### config.mk
export PLATFORM = sky130hd
export DESIGN_NAME = vga_pixel_sink
export DESIGN_NICKNAME = d
export VERILOG_FILES = /design/src/rtl/vga_pkg.sv /design/src/rtl/pixel_fifo.sv /design/src/rtl/vga_pixel_sink.sv
export SDC_FILE = /design/constraint.sdc
export NUM_CORES = 1
export LEC_CHECK = 0
export CORE_MARGIN = 1.5
export CORE_UTILIZATION = 37
export CTS_CLUSTER_DIAMETER = 30
export CTS_CLUSTER_SIZE = 8
export DETAILED_ROUTE_END_ITERATION = 12
export GPL_TIMING_DRIVEN = 0
export SYNTH_ARGS = -nofsm -noshare
export SYNTH_HDL_FRONTEND = slang
export SYNTH_SLANG_ARGS = --single-unit
### constraint.sdc
create_clock -name clk -period 2.6 [get_ports clk]
set_input_delay 0.39 -clock clk [delete_from_list [all_inputs] [get_ports clk]]
set_output_delay 0.39 -clock clk [all_outputs]
set_load 0.02 [all_outputs]
### src/rtl/vga_pkg.sv
// vga_pkg: shared VGA 640x480@60 timing constants, pixel bit layout and
// the capture handshake state type used by the pixel sink.
package vga_pkg;

    // Horizontal timing in pixel ticks
    localparam int unsigned H_ACTIVE = 640;
    localparam int unsigned H_FRONT  = 16;
    localparam int unsigned H_SYNC   = 96;
    localparam int unsigned H_BACK   = 48;
    localparam int unsigned H_TOTAL  = 800;

    // Vertical timing in lines
    localparam int unsigned V_ACTIVE = 480;
    localparam int unsigned V_FRONT  = 10;
    localparam int unsigned V_SYNC   = 2;
    localparam int unsigned V_BACK   = 33;
    localparam int unsigned V_TOTAL  = 525;

    // Producer pixel byte layout; bits [1:0] carry no colour
    localparam int unsigned R_MSB = 7;
    localparam int unsigned R_LSB = 6;
    localparam int unsigned G_MSB = 5;
    localparam int unsigned G_LSB = 4;
    localparam int unsigned B_MSB = 3;
    localparam int unsigned B_LSB = 2;

    typedef struct packed {
        logic [1:0] r;
        logic [1:0] g;
        logic [1:0] b;
    } rgb_t;

    // Producer capture handshake: idle/waiting for strobe, or acknowledging
    typedef enum logic {
        CAP_IDLE = 1'b0,
        CAP_ACK  = 1'b1
    } cap_state_t;

endpackage

### src/rtl/pixel_fifo.sv
// pixel_fifo: synchronous pixel FIFO with push, pop, flush and occupancy count.
// Full/empty come from the registered count; flush wins over push and pop.
module pixel_fifo #(
    parameter int unsigned DEPTH = 16,
    parameter int unsigned WIDTH = 6
) (
    input  logic                   clk,
    input  logic                   rst,
    input  logic                   push,
    input  logic                   pop,
    input  logic                   flush,
    input  logic [WIDTH-1:0]       wdata,
    output logic [WIDTH-1:0]       rdata,
    output logic                   full,
    output logic                   empty,
    output logic [$clog2(DEPTH):0] count
);

    localparam int unsigned AW = $clog2(DEPTH);
    localparam logic [AW-1:0] PTR_ONE  = AW'(1);
    localparam logic [AW:0]   CNT_ONE  = (AW + 1)'(1);
    localparam logic [AW:0]   CNT_FULL = (AW + 1)'(DEPTH);

    logic [WIDTH-1:0] mem [DEPTH];
    logic [AW-1:0]    wr_ptr;
    logic [AW-1:0]    rd_ptr;
    logic             do_push;
    logic             do_pop;

    assign full    = (count == CNT_FULL);
    assign empty   = (count == '0);
    assign do_push = push && !full;
    assign do_pop  = pop && !empty;
    assign rdata   = mem[rd_ptr];

    // Storage write; a flushed push is dropped
    always_ff @(posedge clk) begin
        if (do_push && !flush) begin
            mem[wr_ptr] <= wdata;
        end
    end

    // Pointer and occupancy bookkeeping
    always_ff @(posedge clk or negedge rst) begin
        if (!rst) begin
            wr_ptr <= '0;
            rd_ptr <= '0;
            count  <= '0;
        end else if (flush) begin
            wr_ptr <= '0;
            rd_ptr <= '0;
            count  <= '0;
        end else begin
            if (do_push) begin
                wr_ptr <= wr_ptr + PTR_ONE;
            end
            if (do_pop) begin
                rd_ptr <= rd_ptr + PTR_ONE;
            end
            case ({do_push, do_pop})
                2'b10:   count <= count + CNT_ONE;
                2'b01:   count <= count - CNT_ONE;
                default: count <= count;
            endcase
        end
    end

endmodule

### src/rtl/vga_pixel_sink.sv
// vga_pixel_sink: VGA timing generator fed by a strobe/ack pixel producer
// through a pixel FIFO. Outputs are registered one tick after the position.
module vga_pixel_sink
    import vga_pkg::*;
#(
    parameter int unsigned CLK_DIV    = 4,
    parameter int unsigned FIFO_DEPTH = 16,
    parameter int unsigned H_ACT      = H_ACTIVE,
    parameter int unsigned H_FP       = H_FRONT,
    parameter int unsigned H_SW       = H_SYNC,
    parameter int unsigned H_BP       = H_BACK,
    parameter int unsigned V_ACT      = V_ACTIVE,
    parameter int unsigned V_FP       = V_FRONT,
    parameter int unsigned V_SW       = V_SYNC,
    parameter int unsigned V_BP       = V_BACK
) (
    input  logic                        clk,
    input  logic                        rst,
    input  logic [7:0]                  data_i,
    input  logic                        stb_i,
    output logic                        ack_i,
    output logic                        frame_sync,
    output logic                        hsync,
    output logic                        vsync,
    output logic                        de,
    output logic [1:0]                  r,
    output logic [1:0]                  g,
    output logic [1:0]                  b,
    output logic                        underflow,
    output logic [$clog2(FIFO_DEPTH):0] fill_level
);

    localparam int unsigned H_TOT = H_ACT + H_FP + H_SW + H_BP;
    localparam int unsigned V_TOT = V_ACT + V_FP + V_SW + V_BP;
    localparam int unsigned XW    = $clog2(H_TOT);
    localparam int unsigned YW    = $clog2(V_TOT);
    localparam int unsigned DW    = (CLK_DIV > 1) ? $clog2(CLK_DIV) : 1;

    localparam logic [DW-1:0] DIV_LAST = DW'(CLK_DIV - 1);
    localparam logic [DW-1:0] DIV_ONE  = DW'(1);
    localparam logic [XW-1:0] X_ACT    = XW'(H_ACT);
    localparam logic [XW-1:0] X_HS_LO  = XW'(H_ACT + H_FP);
    localparam logic [XW-1:0] X_HS_HI  = XW'(H_ACT + H_FP + H_SW - 1);
    localparam logic [XW-1:0] X_LAST   = XW'(H_TOT - 1);
    localparam logic [XW-1:0] X_ONE    = XW'(1);
    localparam logic [YW-1:0] Y_ACT    = YW'(V_ACT);
    localparam logic [YW-1:0] Y_VS_LO  = YW'(V_ACT + V_FP);
    localparam logic [YW-1:0] Y_VS_HI  = YW'(V_ACT + V_FP + V_SW - 1);
    localparam logic [YW-1:0] Y_LAST   = YW'(V_TOT - 1);
    localparam logic [YW-1:0] Y_ONE    = YW'(1);

    logic [DW-1:0] div;
    logic [XW-1:0] sx;
    logic [YW-1:0] sy;
    logic          tick;
    logic          in_active;
    logic          in_hsync;
    logic          in_vsync;
    logic          frame_end;
    logic          flush;
    logic          pop;
    logic          push;
    logic          fifo_full;
    logic          fifo_empty;
    rgb_t          pix_in;
    rgb_t          pix_head;
    cap_state_t    cap_state;
    cap_state_t    cap_next;
    logic          unused_lsbs;

    assign tick      = (div == DIV_LAST);
    assign in_active = (sx < X_ACT) && (sy < Y_ACT);
    assign in_hsync  = (sx >= X_HS_LO) && (sx <= X_HS_HI);
    assign in_vsync  = (sy >= Y_VS_LO) && (sy <= Y_VS_HI);
    assign frame_end = (sx == X_LAST) && (sy == Y_LAST);
    assign flush     = tick && frame_end;
    assign pop       = tick && in_active;
    assign ack_i     = (cap_state == CAP_ACK);

    assign pix_in      = '{r: data_i[R_MSB:R_LSB], g: data_i[G_MSB:G_LSB], b: data_i[B_MSB:B_LSB]};
    assign unused_lsbs = ^data_i[1:0];

    pixel_fifo #(
        .DEPTH (FIFO_DEPTH),
        .WIDTH ($bits(rgb_t))
    ) u_fifo (
        .clk   (clk),
        .rst   (rst),
        .push  (push),
        .pop   (pop),
        .flush (flush),
        .wdata (pix_in),
        .rdata (pix_head),
        .full  (fifo_full),
        .empty (fifo_empty),
        .count (fill_level)
    );

    // Pixel-clock divider: one tick per CLK_DIV system clocks
    always_ff @(posedge clk or negedge rst) begin
        if (!rst) begin
            div <= '0;
        end else if (tick) begin
            div <= '0;
        end else begin
            div <= div + DIV_ONE;
        end
    end

    // Raster position, advanced once per tick
    always_ff @(posedge clk or negedge rst) begin
        if (!rst) begin
            sx <= '0;
            sy <= '0;
        end else if (tick) begin
            if (sx == X_LAST) begin
                sx <= '0;
                sy <= (sy == Y_LAST) ? '0 : sy + Y_ONE;
            end else begin
                sx <= sx + X_ONE;
            end
        end
    end

    // Registered video outputs from the pre-increment position
    always_ff @(posedge clk or negedge rst) begin
        if (!rst) begin
            de        <= 1'b0;
            hsync     <= 1'b1;
            vsync     <= 1'b1;
            r         <= '0;
            g         <= '0;
            b         <= '0;
            underflow <= 1'b0;
        end else if (tick) begin
            de    <= in_active;
            hsync <= ~in_hsync;
            vsync <= ~in_vsync;
            if (in_active && !fifo_empty) begin
                r <= pix_head.r;
                g <= pix_head.g;
                b <= pix_head.b;
            end else begin
                r <= '0;
                g <= '0;
                b <= '0;
            end
            if (in_active && fifo_empty) begin
                underflow <= 1'b1;
            end
        end
    end

    // Frame boundary pulse, coincident with the FIFO flush
    always_ff @(posedge clk or negedge rst) begin
        if (!rst) begin
            frame_sync <= 1'b0;
        end else begin
            frame_sync <= flush;
        end
    end

    // Capture handshake state register
    always_ff @(posedge clk or negedge rst) begin
        if (!rst) begin
            cap_state <= CAP_IDLE;
        end else begin
            cap_state <= cap_next;
        end
    end

    // Capture decision: acknowledge cycle blocks a second capture of the same strobe.
    // A push during flush is still acknowledged; the FIFO drops its data.
    always_comb begin
        cap_next = cap_state;
        push     = 1'b0;
        case (cap_state)
            CAP_IDLE: begin
                if (stb_i && !fifo_full) begin
                    push     = 1'b1;
                    cap_next = CAP_ACK;
                end
            end
            CAP_ACK: begin
                cap_next = CAP_IDLE;
            end
            default: begin
                cap_next = CAP_IDLE;
            end
        endcase
    end

endmodule

* Yosys cells after proc, flatten, opt, wreduce, memory -nomap -nowiden *
Memories as Yosys holds them, arrays and structs flattened.
Cells that the tools add are included.
W data, S select, Z words.

cells by class
  $add $sub $neg = 7
  order comparisons = 6
  eq/ne operators = 6
  muxes and demuxes = 17
  bitwise logic cells = 3
  reduce and logical (&&, ||, !) cells = 21

operators by type and width
  kind                     count
  $add A10 B1 Y10 const B  2
  $eq A10 B10 Y1 const B   2
  $mux W10                 2
  $mux W4                  4
  $logic_and A1 B1 Y1      12
  $ge A10 B10 Y1 const B   1
  $ge A10 B9 Y1 const B    1
  $le A10 B10 Y1 const B   1
  $le A10 B9 Y1 const B    1
  $lt A10 B10 Y1 const B   1
  $lt A10 B9 Y1 const B    1
  $pmux W5 S2              1
  $add A4 B1 Y4 const B    2
  $mux W2                  4
  $add A5 B1 Y5 const B    1
  $eq A5 B5 Y1 const B     1
  $logic_not A5 Y1         1
  $mux W5                  1
  $sub A5 B1 Y5 const B    1
  $eq A2 B2 Y1 const B     2
  $mux W1                  4
  $reduce_and A2 Y1        2
  $reduce_bool A2 Y1       2
  $logic_not A1 Y1         3
  5 further kinds          7

storage, ports and cells
  bits in registers = 47
  bits in writable memories = 96
  input port bits = 11
  output and inout bits = 17
  logic and storage cells = 76
  memories kept = 1

memory list
  memory      depth  width  rd ports  clocked after Yosys merged registers in  wr ports  RTL line          text
  u_fifo.mem  16     6      1         0                                        1         pixel_fifo.sv:24  logic [WIDTH-1:0] mem [DEPTH];

* Depth between registers and ports, before layout *
Gate-level depths: netlist of run 1.

  word-level depth = 9
  gate-level depth with buffers = 11
  mapped depth without buffers = 11

* Hierarchy *
Synthesis of run 1 repeated with hierarchy kept, for this count alone.

second synthesis, totals
  cell total of the unflattened synthesis = 398
  area total of the unflattened synthesis = 6369.9 um^2

modules (own cells, without submodules)
  module          times used  cells each  area an instance (um^2)  sequential area each (um^2)
  pixel_fifo      1           254         4710.8                   3208.1
  vga_pixel_sink  1           144         1659.1                   853.3

* Worst setup path after synthesis of run 1 *
Ideal clock, no wire load.

  kind = flip-flop to flip-flop
  from = register u_fifo.count[1]
  to = register u_fifo.count[4]
  library setup time = 77 ps
  data arrival time = 2726 ps
  data required time = 2523 ps
  path slack = -204 ps
  stages on the path, launching flop included = 12
  buffers on the path = 1
  clock period less this slack = 2804 ps
  path through = dfrtp_1 -> or4_1 -> buf_2 -> mux2i_1 -> nor2_1 -> xor2_1 -> ha_1 -> or3_1 -> a21oi_1 -> a21oi_1 -> or3_1 -> a21oi_1

between the ends
  cells in the longest elaborated chain, start to end = 9
  elaborated cells between the ends (all ways) = 16
  classes of those cells = add/sub (2); eq/ne (3); mux (4); reduce/logical (7)

ends and longest elaborated chain
  item                                          RTL line                                 text
  start, declared                               pixel_fifo.sv:16                         output logic [$clog2(DEPTH):0] count
  start signal, assigned                        pixel_fifo.sv:61                         2'b10: count <= count + CNT_ONE;
  start signal, assigned                        pixel_fifo.sv:62                         2'b01: count <= count - CNT_ONE;
  start signal, assigned                        pixel_fifo.sv:63                         default: count <= count;
  $eq A5 B5 Y1                                  pixel_fifo.sv:30                         assign full = (count == CNT_FULL);
  $logic_not A1 Y1                              pixel_fifo.sv:32, vga_pixel_sink.sv:179
  $logic_and A1 B1 Y1                           vga_pixel_sink.sv:179                    if (stb_i && !fifo_full) begin
  $mux W1                                       vga_pixel_sink.sv:179
  $mux W1                                       vga_pixel_sink.sv:177                    case (cap_state)
  $logic_and A1 B1 Y1                           pixel_fifo.sv:32                         assign do_push = push && !full;
  $eq A2 B1 Y1 or $eq A2 B2 Y1 (tied branches)  pixel_fifo.sv:60                         case ({do_push, do_pop})
  $pmux W5 S2                                   pixel_fifo.sv:60
  $mux W5                                       pixel_fifo.sv:49                         end else if (flush) begin

Parallel ways exist; a longest one is shown, timed or not.
A chain may end at the register's enable or synchronous reset.

* Worst setup path in the final report of run 1 *
Same ends and word-level chain as after synthesis.

==> results_tabular.tex, run 1 <==
\begin{tabular}{lr}
\hline
Metric & Value \\
\hline
\multicolumn{2}{l}{\textbf{Status}} \\
\quad Result of the run & complete, but fails checks \\
\quad Violated checks & negative setup slack \\
\multicolumn{2}{l}{\textbf{Critical path}} \\
\quad Critical setup path kind & reg -> reg \\
\quad Dominant delay contributor by cell family on the critical path & simple AND/OR/NAND/NOR gates \\
\quad Kind of capture point of the worst setup path & flip-flop \\
\quad Critical path arrival & between 3 and 4 ns \\
\quad Number of cells on the worst reg-to-reg path & 10 \\
\quad Largest stage delay on the critical path & approximately 0.57 ns \\
\quad Startpoint kind of the worst setup timing path & flip-flop \\
\quad RR Endpoint & u\_fifo.count[4]\$\_DFFE\_PN0P\_ \\
\quad Peak fanout along the critical path & 2 \\
\quad Worst path buffer plus inverter count & 0 \\
\quad Worst path required time & between 2 and 3 ns \\
\quad Source of the worst register-to-register timing path & u\_fifo.count[1]\$\_DFFE\_PN0P\_ \\
\quad Library cell contributing the largest single delay on the critical path & sky130\_fd\_sc\_hd\_\_or4\_4 \\
\quad Reg2Reg Setup Slack & -0.16 ns \\
\quad Most used cell along the critical path & sky130\_fd\_sc\_hd\_\_a21oi\_2 \\
\quad Cells along the critical path & or4\_4 -> mux2i\_4 -> nor2\_2 -> xor2\_1 -> ha\_2 -> or3\_4 -> a21oi\_4 -> a21oi\_2 -> or3\_1 -> a21oi\_2 \\
\multicolumn{2}{l}{\textbf{Yosys}} \\
\quad Number of standard cells after synthesis & approximately 410 \\
\quad Ranking of synthesized cells by area & sky130\_fd\_sc\_hd\_\_edfxtp\_1 47\%, sky130\_fd\_sc\_hd\_\_dfrtp\_1 18\%, sky130\_fd\_sc\_hd\_\_mux4\_2 11\% \\
\quad Per-instance average area after synthesis & about 15 um\^{}2 \\
\quad Synthesized flop and latch total & 143 \\
\quad EDFF count, synth & 96 \\
\quad Share of the yosys chip area belonging to registers & about two thirds \\
\quad Area share of the leading cell type in the synthesized netlist & between 40\% and 50\% \\
\quad Flip-flop cell with the highest count after synthesis & sky130\_fd\_sc\_hd\_\_edfxtp\_1 \\
\quad Yosys warning total & 0 \\
\quad Async S/R FF share, synth & approximately 33\% \\
\quad Unique masters post-synth & 51 \\
\quad Synthesized net count & about 430 \\
\quad Yosys top cell by area & sky130\_fd\_sc\_hd\_\_edfxtp\_1 \\
\quad Synth Cell Area & 0.00617 mm\^{}2 \\
\multicolumn{2}{l}{\textbf{Pwr}} \\
\quad Clock network fraction of total power & about a third \\
\quad Total power draw & 7.63 mW \\
\quad Psw & approximately 2.2 mW \\
\quad VDD IR-drop max & roughly 0.0005 V \\
\quad Sw Share & 29.4\% \\
\quad Leakage & about 2.8 nW \\
\quad Internal power & roughly 5.4 mW \\
\quad Power per Cell Area & between 1000 and 1500 mW/mm\^{}2 \\
\quad Portion of total power attributed to sequential cells & a little under two fifths \\
\quad Combinational group share of total power & between 20\% and 30\% \\
\multicolumn{2}{l}{\textbf{STA}} \\
\quad Highest achievable clock rate & 362 MHz \\
\quad Setup\_tns & -0.258 ns \\
\quad Final WS setup & -0.160 ns \\
\quad Final Hold Vio Count & 0 \\
\quad Final max-slew violation count & 0 \\
\quad Slew @ Worst Pin & 0.626 ns \\
\quad Final Skew & 0.00974 ns \\
\quad Worst rel slew slack & between 50\% and 60\% \\
\quad Period Utilization, post-route & 106\% \\
\quad Endpoints failing setup & 3 \\
\quad Minimum period implied by the final worst setup slack & approximately 2.8 ns \\
\quad Unrepaired setup endpoints after global routing & true \\
\multicolumn{2}{l}{\textbf{CTS}} \\
\quad Clock-pin slew of the registers on the worst-case setup and hold paths & around 0.060 ns \\
\quad CTS HTree Levels & 4 \\
\quad Number of buffers on the longest clock path & 2 \\
\quad CTS tree & built \\
\quad Number of clock sinks seen by CTS & between 100 and 150 \\
\quad CTS Root Buffer Type & sky130\_fd\_sc\_hd\_\_clkbuf\_16 \\
\quad Later-pin clock latency in the skew report & 0.43 ns \\
\quad Number of clock buffers inserted by TritonCTS & 17 \\
\multicolumn{2}{l}{\textbf{Route}} \\
\quad Count of unresolved DRC violations after routing & 0 \\
\quad Final WL & between 10,000 and 15,000 um \\
\quad Post-detailed-route count of antenna-violating nets & 0 \\
\quad Routed vias & 3,559 \\
\quad Average wire length per cell after detail routing & 18.2 um \\
\quad Total iterations of the first detailed-routing run & 5 \\
\quad Vias per cell & 5.14 \\
\quad Starting DRT DRC Count & 252 \\
\multicolumn{2}{l}{\textbf{Die}} \\
\quad Die area & 0.0175 mm\^{}2 \\
\quad Die outline height & 132 um \\
\quad Die Width & 132 um \\
\quad Starting density of the core & between 30\% and 40\% \\
\quad Core box area & roughly 0.016 mm\^{}2 \\
\quad Number of placement rows & 47 \\
\quad Ports & 28 \\
\multicolumn{2}{l}{\textbf{Global route}} \\
\quad Overall routing resource usage & between 10\% and 20\% \\
\quad Number of global-route vias before repair & approximately 3,700 \\
\quad Largest net degree at the start of global routing & 33 \\
\quad Global-route wire length before repair & about 20,000 um \\
\quad Number of antenna violations at the first check in global routing & 0 \\
\quad Layer with the highest usage & met2 \\
\quad M3 GR Usage & 4.11\% \\
\quad Overflow left after global routing & 0 \\
\quad Met2 Usage GRT & 25.2\% \\
\quad Global routing usage on met1 & 20.2\% \\
\multicolumn{2}{l}{\textbf{Cells and area}} \\
\quad Layout net count & a little under 500 \\
\quad Ant. Diodes & 0 \\
\quad Filler cell count in the final layout & 1,450 \\
\quad Final core area utilization & a little under half \\
\quad Fraction of layout instances using a drive strength above 1 & 25.2\% \\
\quad Multi-input gate area in the final layout & between 0.002 and 0.0025 mm\^{}2 \\
\quad Area Overhead vs Synth & 22.5\% \\
\quad Most common cell after layout, fill and taps aside & sky130\_fd\_sc\_hd\_\_edfxtp\_1 \\
\quad Final Instance Count excl. Fillers & 692 \\
\quad Register area & 0.00407 mm\^{}2 \\
\quad Leading cell types in the layout, fill and taps excluded & 96 x sky130\_fd\_sc\_hd\_\_edfxtp\_1, 42 x sky130\_fd\_sc\_hd\_\_dfrtp\_1, 30 x sky130\_fd\_sc\_hd\_\_mux4\_2, 27 x sky130\_fd\_sc\_hd\_\_nor2\_1, 24 x sky130\_fd\_sc\_hd\_\_clkdlybuf4s50\_1 \\
\multicolumn{2}{l}{\textbf{Hold path}} \\
\quad Worst min-delay path category & in -> async \\
\multicolumn{2}{l}{\textbf{Placement}} \\
\quad Post-detail-place hpwl & around 8400 um \\
\quad IO Port Bufs & 25 \\
\quad Worst Setup Slack post-DPL & -0.375 ns \\
\quad Final weighted congestion of routability-driven global placement & between 0.8 and 0.9 \\
\quad Placed Cells & about 650 \\
\multicolumn{2}{l}{\textbf{Job}} \\
\quad Max capacitance violation total & 0 \\
\hline
\end{tabular}
[how the worst max path moves through the flow]
stage / start / to / depth (start not counted)
after detailed placement: stb_i / u_fifo.mem[15][5]$_DFFE_PP_ / 7
after global routing: u_fifo.count[1]$_DFFE_PN0P_ / u_fifo.count[4]$_DFFE_PN0P_ / 10
final: u_fifo.count[1]$_DFFE_PN0P_ / u_fifo.count[4]$_DFFE_PN0P_ / 10
after global placement: rst / u_fifo.count[0]$_DFFE_PN0P_ / 1
after CTS: u_fifo.count[0]$_DFFE_PN0P_ / u_fifo.count[4]$_DFFE_PN0P_ / 11
after floorplan: u_fifo.count[0]$_DFFE_PN0P_ / u_fifo.count[4]$_DFFE_PN0P_ / 11
[power by group through the flow]
stage	clock network [mW]	registers [mW]	logic, mW
final	2.59	2.89	2.14
after global routing	2.74	2.92	2.31
after CTS	2.64	2.88	2.08
after detailed placement	0	2.94	1.99
after global placement	0	2.93	1.96
after floorplan	0	3.01	1.23
[stage by stage]
| stage | hold WS, ns | instance area, um^2 |
|---|---|---|
| after floorplan | 0.0944 | 6180 |
| after global placement | 0.417 | 6710 |
| after detailed placement | 0.346 | 6720 |
| after CTS | 0.437 | 7440 |
| after global routing | 0.451 | 7560 |
| final | 0.433 | 7560 |
[per-layer routing]
layer | up-vias | part of all wire (%)
li1 | 1658 | -
met1 | 1802 | 44
met2 | 87 | 50
met3 | 12 | 4.1
met4 | 0 | 1.1
met5 | - | 0
[synth_stat cells (2+ instances only)]
cell / count
sky130_fd_sc_hd__o21ai_0: 14
sky130_fd_sc_hd__ha_1: 12
sky130_fd_sc_hd__a31oi_1: 2
sky130_fd_sc_hd__or3_1: 4
sky130_fd_sc_hd__nor2_1: 32
sky130_fd_sc_hd__clkbuf_1: 8
sky130_fd_sc_hd__edfxtp_1: 96
sky130_fd_sc_hd__buf_2: 4
sky130_fd_sc_hd__buf_4: 2
sky130_fd_sc_hd__inv_1: 13
sky130_fd_sc_hd__dfstp_2: 2
sky130_fd_sc_hd__mux2i_1: 3
sky130_fd_sc_hd__and2_1: 9
sky130_fd_sc_hd__mux2_2: 2
sky130_fd_sc_hd__nand3_1: 11
sky130_fd_sc_hd__and3_1: 12
sky130_fd_sc_hd__nor3_1: 4
sky130_fd_sc_hd__a21o_1: 5
sky130_fd_sc_hd__nor2b_1: 2
sky130_fd_sc_hd__nand4_1: 3
sky130_fd_sc_hd__xnor2_1: 11
sky130_fd_sc_hd__a21oi_1: 13
sky130_fd_sc_hd__nand2b_1: 4
sky130_fd_sc_hd__nand2_1: 18
sky130_fd_sc_hd__nor4_1: 5
sky130_fd_sc_hd__buf_1: 2
sky130_fd_sc_hd__and4b_1: 2
sky130_fd_sc_hd__mux4_2: 30
sky130_fd_sc_hd__a22o_1: 6
sky130_fd_sc_hd__or4_1: 3
sky130_fd_sc_hd__nor3b_1: 2
sky130_fd_sc_hd__nand3b_1: 2
sky130_fd_sc_hd__dfrtp_1: 45
sky130_fd_sc_hd__xor2_1: 6
[logic make-up (layout without fill, tap and decap cells)]
group	Yosys count	after routing	synth area share [%]
and+or+nand+nor	116	116	9.79
adders and majority gates	12	12	2.43
xor gates and xnor gates	17	17	2.41
AOI/OAI and AO/OA	52	52	5.49
buffers and inverters	30	96	2.03
DFF	143	143	65.8
muxes	36	36	12.0
[state kept, by name (all words and copies together), names as in the netlist]
| signal | cells |
|---|---|
| ack_i | 1 |
| b | 2 |
| de | 1 |
| div | 2 |
| frame_sync | 1 |
| g | 2 |
| hsync | 1 |
| r | 2 |
| sx | 10 |
| sy | 10 |
| u_fifo.count | 5 |
| u_fifo.mem | 96 |
| u_fifo.rd_ptr | 4 |
| u_fifo.wr_ptr | 4 |
| underflow | 1 |
| vsync | 1 |
[timing repair]
| action | in CTS | in global routing |
|---|---|---|
| hold endpoints to repair | 15 | 0 |
| gates resized for setup | 17 | 25 |
| hold buffers | 1 | 0 |
| pin swaps | 1 | 9 |
| buffers inserted | 5 | 5 |
| setup endpoints to repair | 113 | 108 |
[cell type report]
cell class	count	area share, %
multi-input cells	233	28.0
clock inverters	14	2.71
inverters	14	0.695
flip-flops and latches	143	53.8
well taps	220	3.64
clock buffers	17	5.63
plain buffers	14	0.877
repair buffers	37	4.63
Power figures use the tool's default switching activity.
==> run 2, diff against run 1 <==
--- a/config.mk
+++ b/config.mk
@@ -11,6 +11,7 @@
 export CTS_CLUSTER_SIZE = 8
 export DETAILED_ROUTE_END_ITERATION = 12
 export GPL_TIMING_DRIVEN = 0
+export SLEW_MARGIN = 0
 export SYNTH_ARGS = -nofsm -noshare
 export SYNTH_HDL_FRONTEND = slang
 export SYNTH_SLANG_ARGS = --single-unit
==> constraint.sdc (replaced) <==
create_clock -name clk -period 3.06 [get_ports clk]
set_input_delay 0.459 -clock clk [delete_from_list [all_inputs] [get_ports clk]]
set_output_delay 0.459 -clock clk [all_outputs]
set_load 0.02 [all_outputs]
==> results_tabular.tex, run 2 (same netlist as run 1, synthesis figures left out) <==
\begin{tabular}{lr}
\hline
Metric & Value \\
\hline
\multicolumn{2}{l}{\textbf{STA}} \\
\quad Final Hold Slack & 0.430 ns (-0.00306 ns) \\
\quad Worst rel slew slack & 55.0\% (-3.2 points) \\
\quad Final WS setup & 0.155 ns (+0.315 ns) \\
\quad Slew @ Worst Pin & 0.675 ns (+0.0495 ns) \\
\quad Final Skew & 0.00740 ns (-0.00233 ns) \\
\quad Period Utilization, post-route & 94.9\% (-11 points) \\
\quad Highest achievable clock rate & 344 MHz (-5.0\%) \\
\quad Final Hold Vio Count & 0 (unchanged) \\
\quad Setup\_tns & 0 ns (+0.258 ns) \\
\quad Unrepaired setup endpoints after global routing & false \\
\quad Final max-slew violation count & 0 (unchanged) \\
\quad Minimum period implied by the final worst setup slack & 2.90 ns (+0.145 ns) \\
\quad Endpoints failing setup & 0 (-3) \\
\multicolumn{2}{l}{\textbf{Cells and area}} \\
\quad Layout net count & 476 (-1.4\%) \\
\quad Max FFs per register & 96 (unchanged) \\
\quad Final Instance Count excl. Fillers & 686 (-0.87\%) \\
\quad Largest register by flop count & u\_fifo.mem \\
\quad Multi-input gate area in the final layout & 0.00200 mm\^{}2 (-5.8\%) \\
\quad Most common cell after layout, fill and taps aside & sky130\_fd\_sc\_hd\_\_edfxtp\_1 \\
\quad Registers with the highest flip-flop counts & u\_fifo.mem x96, sx x10, sy x10 \\
\quad Register area & 0.00406 mm\^{}2 (about the same) \\
\quad Ant. Diodes & 0 (unchanged) \\
\quad Leading cell types in the layout, fill and taps excluded & 96 x sky130\_fd\_sc\_hd\_\_edfxtp\_1, 43 x sky130\_fd\_sc\_hd\_\_dfrtp\_1, 32 x sky130\_fd\_sc\_hd\_\_nor2\_1, 30 x sky130\_fd\_sc\_hd\_\_mux4\_2, 24 x sky130\_fd\_sc\_hd\_\_clkdlybuf4s50\_1 \\
\quad Filler cell count in the final layout & 1,460 (+0.69\%) \\
\quad Fraction of layout instances using a drive strength above 1 & 17.4\% (-7.8 points) \\
\quad Area Overhead vs Synth & 20.1\% \\
\multicolumn{2}{l}{\textbf{Route}} \\
\quad Met2 wire length & 5740 um (-9.5\%) \\
\quad Routed vias & 3,511 (-1.3\%) \\
\quad Post-Route M1 WL & 5520 um (-1.4\%) \\
\quad Starting DRT DRC Count & 202 (-20\%) \\
\quad Routed length on met3 & 370 um (-29\%) \\
\quad Final WL & 11,800 um (-6.2\%) \\
\quad Count of unresolved DRC violations after routing & 0 (unchanged) \\
\quad Vias per cell & 5.12 (-0.49\%) \\
\quad Topmost layer with routed signal wires & met4 \\
\quad Average wire length per cell after detail routing & 17.2 um (-5.3\%) \\
\quad Post-detailed-route count of antenna-violating nets & 0 (unchanged) \\
\quad Total iterations of the first detailed-routing run & 4 (-1) \\
\multicolumn{2}{l}{\textbf{Global route}} \\
\quad Global-route wire length before repair & 19,400 um (-4.8\%) \\
\quad Number of antenna violations at the first check in global routing & 0 (unchanged) \\
\quad Overflow left after global routing & 0 (unchanged) \\
\quad Number of global-route vias before repair & 3,651 (-0.68\%) \\
\quad Overall routing resource usage & 14.7\% (-0.83 points) \\
\quad Largest net degree at the start of global routing & 31 (-6.1\%) \\
\multicolumn{2}{l}{\textbf{Pwr}} \\
\quad VDD IR-drop max & 0.000439 V (-10\%) \\
\quad Leakage & 2.67 nW (-3.9\%) \\
\quad Power per Cell Area & 869 mW/mm\^{}2 (-14\%) \\
\multicolumn{2}{l}{\textbf{Critical path}} \\
\quad Kind of capture point of the worst setup path & flip-flop \\
\quad RR Endpoint & u\_fifo.count[4]\$\_DFFE\_PN0P\_ \\
\quad Reg2Reg Setup Slack & 0.16 ns (+0.32 ns) \\
\quad Startpoint kind of the worst setup timing path & flip-flop \\
\quad Worst path required time & 3.40 ns (+0.45 ns) \\
\quad Source of the worst register-to-register timing path & u\_fifo.count[0]\$\_DFFE\_PN0P\_ \\
\quad Critical setup path kind & reg -> reg \\
\quad Critical path arrival & 3.25 ns (+0.14 ns) \\
\quad Peak fanout along the critical path & 8 (+6) \\
\quad Number of cells on the worst reg-to-reg path & 11 (+1) \\
\multicolumn{2}{l}{\textbf{CTS}} \\
\quad CTS tree & built \\
\quad Clock-pin slew of the registers on the worst-case setup and hold paths & 0.06 ns (about the same) \\
\quad Later-pin clock latency in the skew report & 0.42 ns (about the same) \\
\quad Number of clock sinks seen by CTS & 143 (unchanged) \\
\quad CTS Root Buffer Type & sky130\_fd\_sc\_hd\_\_clkbuf\_16 \\
\quad CTS HTree Levels & 4 (unchanged) \\
\quad Number of clock buffers inserted by TritonCTS & 17 (unchanged) \\
\quad Number of buffers on the longest clock path & 2 (unchanged) \\
\multicolumn{2}{l}{\textbf{Hold path}} \\
\quad Worst Min Path Start & div[0]\$\_DFF\_PN0\_ \\
\quad Number of cells on the worst hold path & 1 \\
\quad Worst hold path endpoint & div[0]\$\_DFF\_PN0\_ \\
\quad Worst min-delay path category & reg -> reg \\
\multicolumn{2}{l}{\textbf{Placement}} \\
\quad Final weighted congestion of routability-driven global placement & 0.810 (+0.91\%) \\
\quad IO Port Bufs & 25 (unchanged) \\
\quad Placed Cells & 652 (unchanged) \\
\quad Worst Setup Slack post-DPL & -0.00901 ns (+0.366 ns) \\
\quad Post-detail-place hpwl & 8310 um (-0.99\%) \\
\multicolumn{2}{l}{\textbf{Die}} \\
\quad Die area & 0.0175 mm\^{}2 (unchanged) \\
\quad Starting density of the core & 37.5\% (unchanged) \\
\quad Ports & 28 (unchanged) \\
\quad Core box area & 0.0165 mm\^{}2 (unchanged) \\
\quad Die Width & 132 um (unchanged) \\
\quad Die outline height & 132 um (unchanged) \\
\quad Number of placement rows & 47 (unchanged) \\
\multicolumn{2}{l}{\textbf{Job}} \\
\quad Max capacitance violation total & 0 (unchanged) \\
\multicolumn{2}{l}{\textbf{Status}} \\
\quad Result of the run & finished, final reports clean \\
\hline
\end{tabular}
-- run 2: cell types whose count changed in the layout (fill, tap and decap cells not counted), sizes merged --
cell    previous run  this run
bufinv             4         6
inv               19        17
clkinv             4         2
clkbuf            24        28
buf               19        11
-- run 2: worst max path at each step --
stage / end / slack [ns] / from
2_1_floorplan: u_fifo.count[4]$_DFFE_PN0P_ / 0.26 / u_fifo.count[1]$_DFFE_PN0P_
3_3_place_gp: u_fifo.mem[14][4]$_DFFE_PP_ / 0.09 / stb_i
3_5_place_dp: u_fifo.mem[14][4]$_DFFE_PP_ / -0.009 / stb_i
4_1_cts: u_fifo.count[4]$_DFFE_PN0P_ / 0.13 / u_fifo.count[1]$_DFFE_PN0P_
5_1_grt: u_fifo.count[4]$_DFFE_PN0P_ / 0.01 / u_fifo.count[0]$_DFFE_PN0P_
6_report: u_fifo.count[4]$_DFFE_PN0P_ / 0.16 / u_fifo.count[0]$_DFFE_PN0P_
-- run 2: where the power goes --
group | internal [mW] | switching (mW) | total (mW)
Sequential | 2.30 | 0.156 | 2.46
Clock | 1.54 | 0.802 | 2.34
Combinational | 0.824 | 0.818 | 1.64
-- run 2: area by class of cell --
type,instances,area share [%]
sequential,143,54.8
buffer,16,0.979
clock buffer,20,5.89
tap,220,3.71
multi-input combinational,233,26.9
clock inverter,12,3.12
timing repair buffer,28,3.82
inverter,14,0.709
-- run 2: repair_timing --
item                                   4_1_cts  5_1_grt
endpoints found under the hold margin       17        0
buffers inserted                             0        1
hold buffers                                 1        0
setup endpoints to repair                    0       71
resized for setup                            0        4
-- run 2: critical path, cell delays in order, from the launching register on --
cell and delay, ns:
sky130_fd_sc_hd__dfrtp_2 0.45, sky130_fd_sc_hd__or4_1 0.50, sky130_fd_sc_hd__buf_2 0.18, sky130_fd_sc_hd__mux2i_2 0.20, sky130_fd_sc_hd__nor2_1 0.09, sky130_fd_sc_hd__xor2_1 0.17
sky130_fd_sc_hd__ha_1 0.22, sky130_fd_sc_hd__or3_1 0.32, sky130_fd_sc_hd__a21oi_1 0.15, sky130_fd_sc_hd__a21oi_1 0.06, sky130_fd_sc_hd__or3_1 0.35, sky130_fd_sc_hd__a21oi_1 0.14
-- run 2: per-stage QoR --
step | cell area (um^2) | utilization [%] | power (mW)
after global routing | 7410 | 45.0 | 6.70
final | 7410 | 45.0 | 6.44
after floorplan | 6170 | - | 3.59
after CTS | 7390 | 44.9 | 6.47
after global placement | 6700 | 40.7 | 4.09
after detailed placement | 6710 | 40.8 | 4.13
-- run 2: layer usage --
layer | up-vias | track usage [%]
met2 | 63 | 23.6
met4 | 0 | 6.91
met3 | 13 | 3.92
met1 | 1780 | 18.7
li1 | 1655 | -
met5 | - | 0
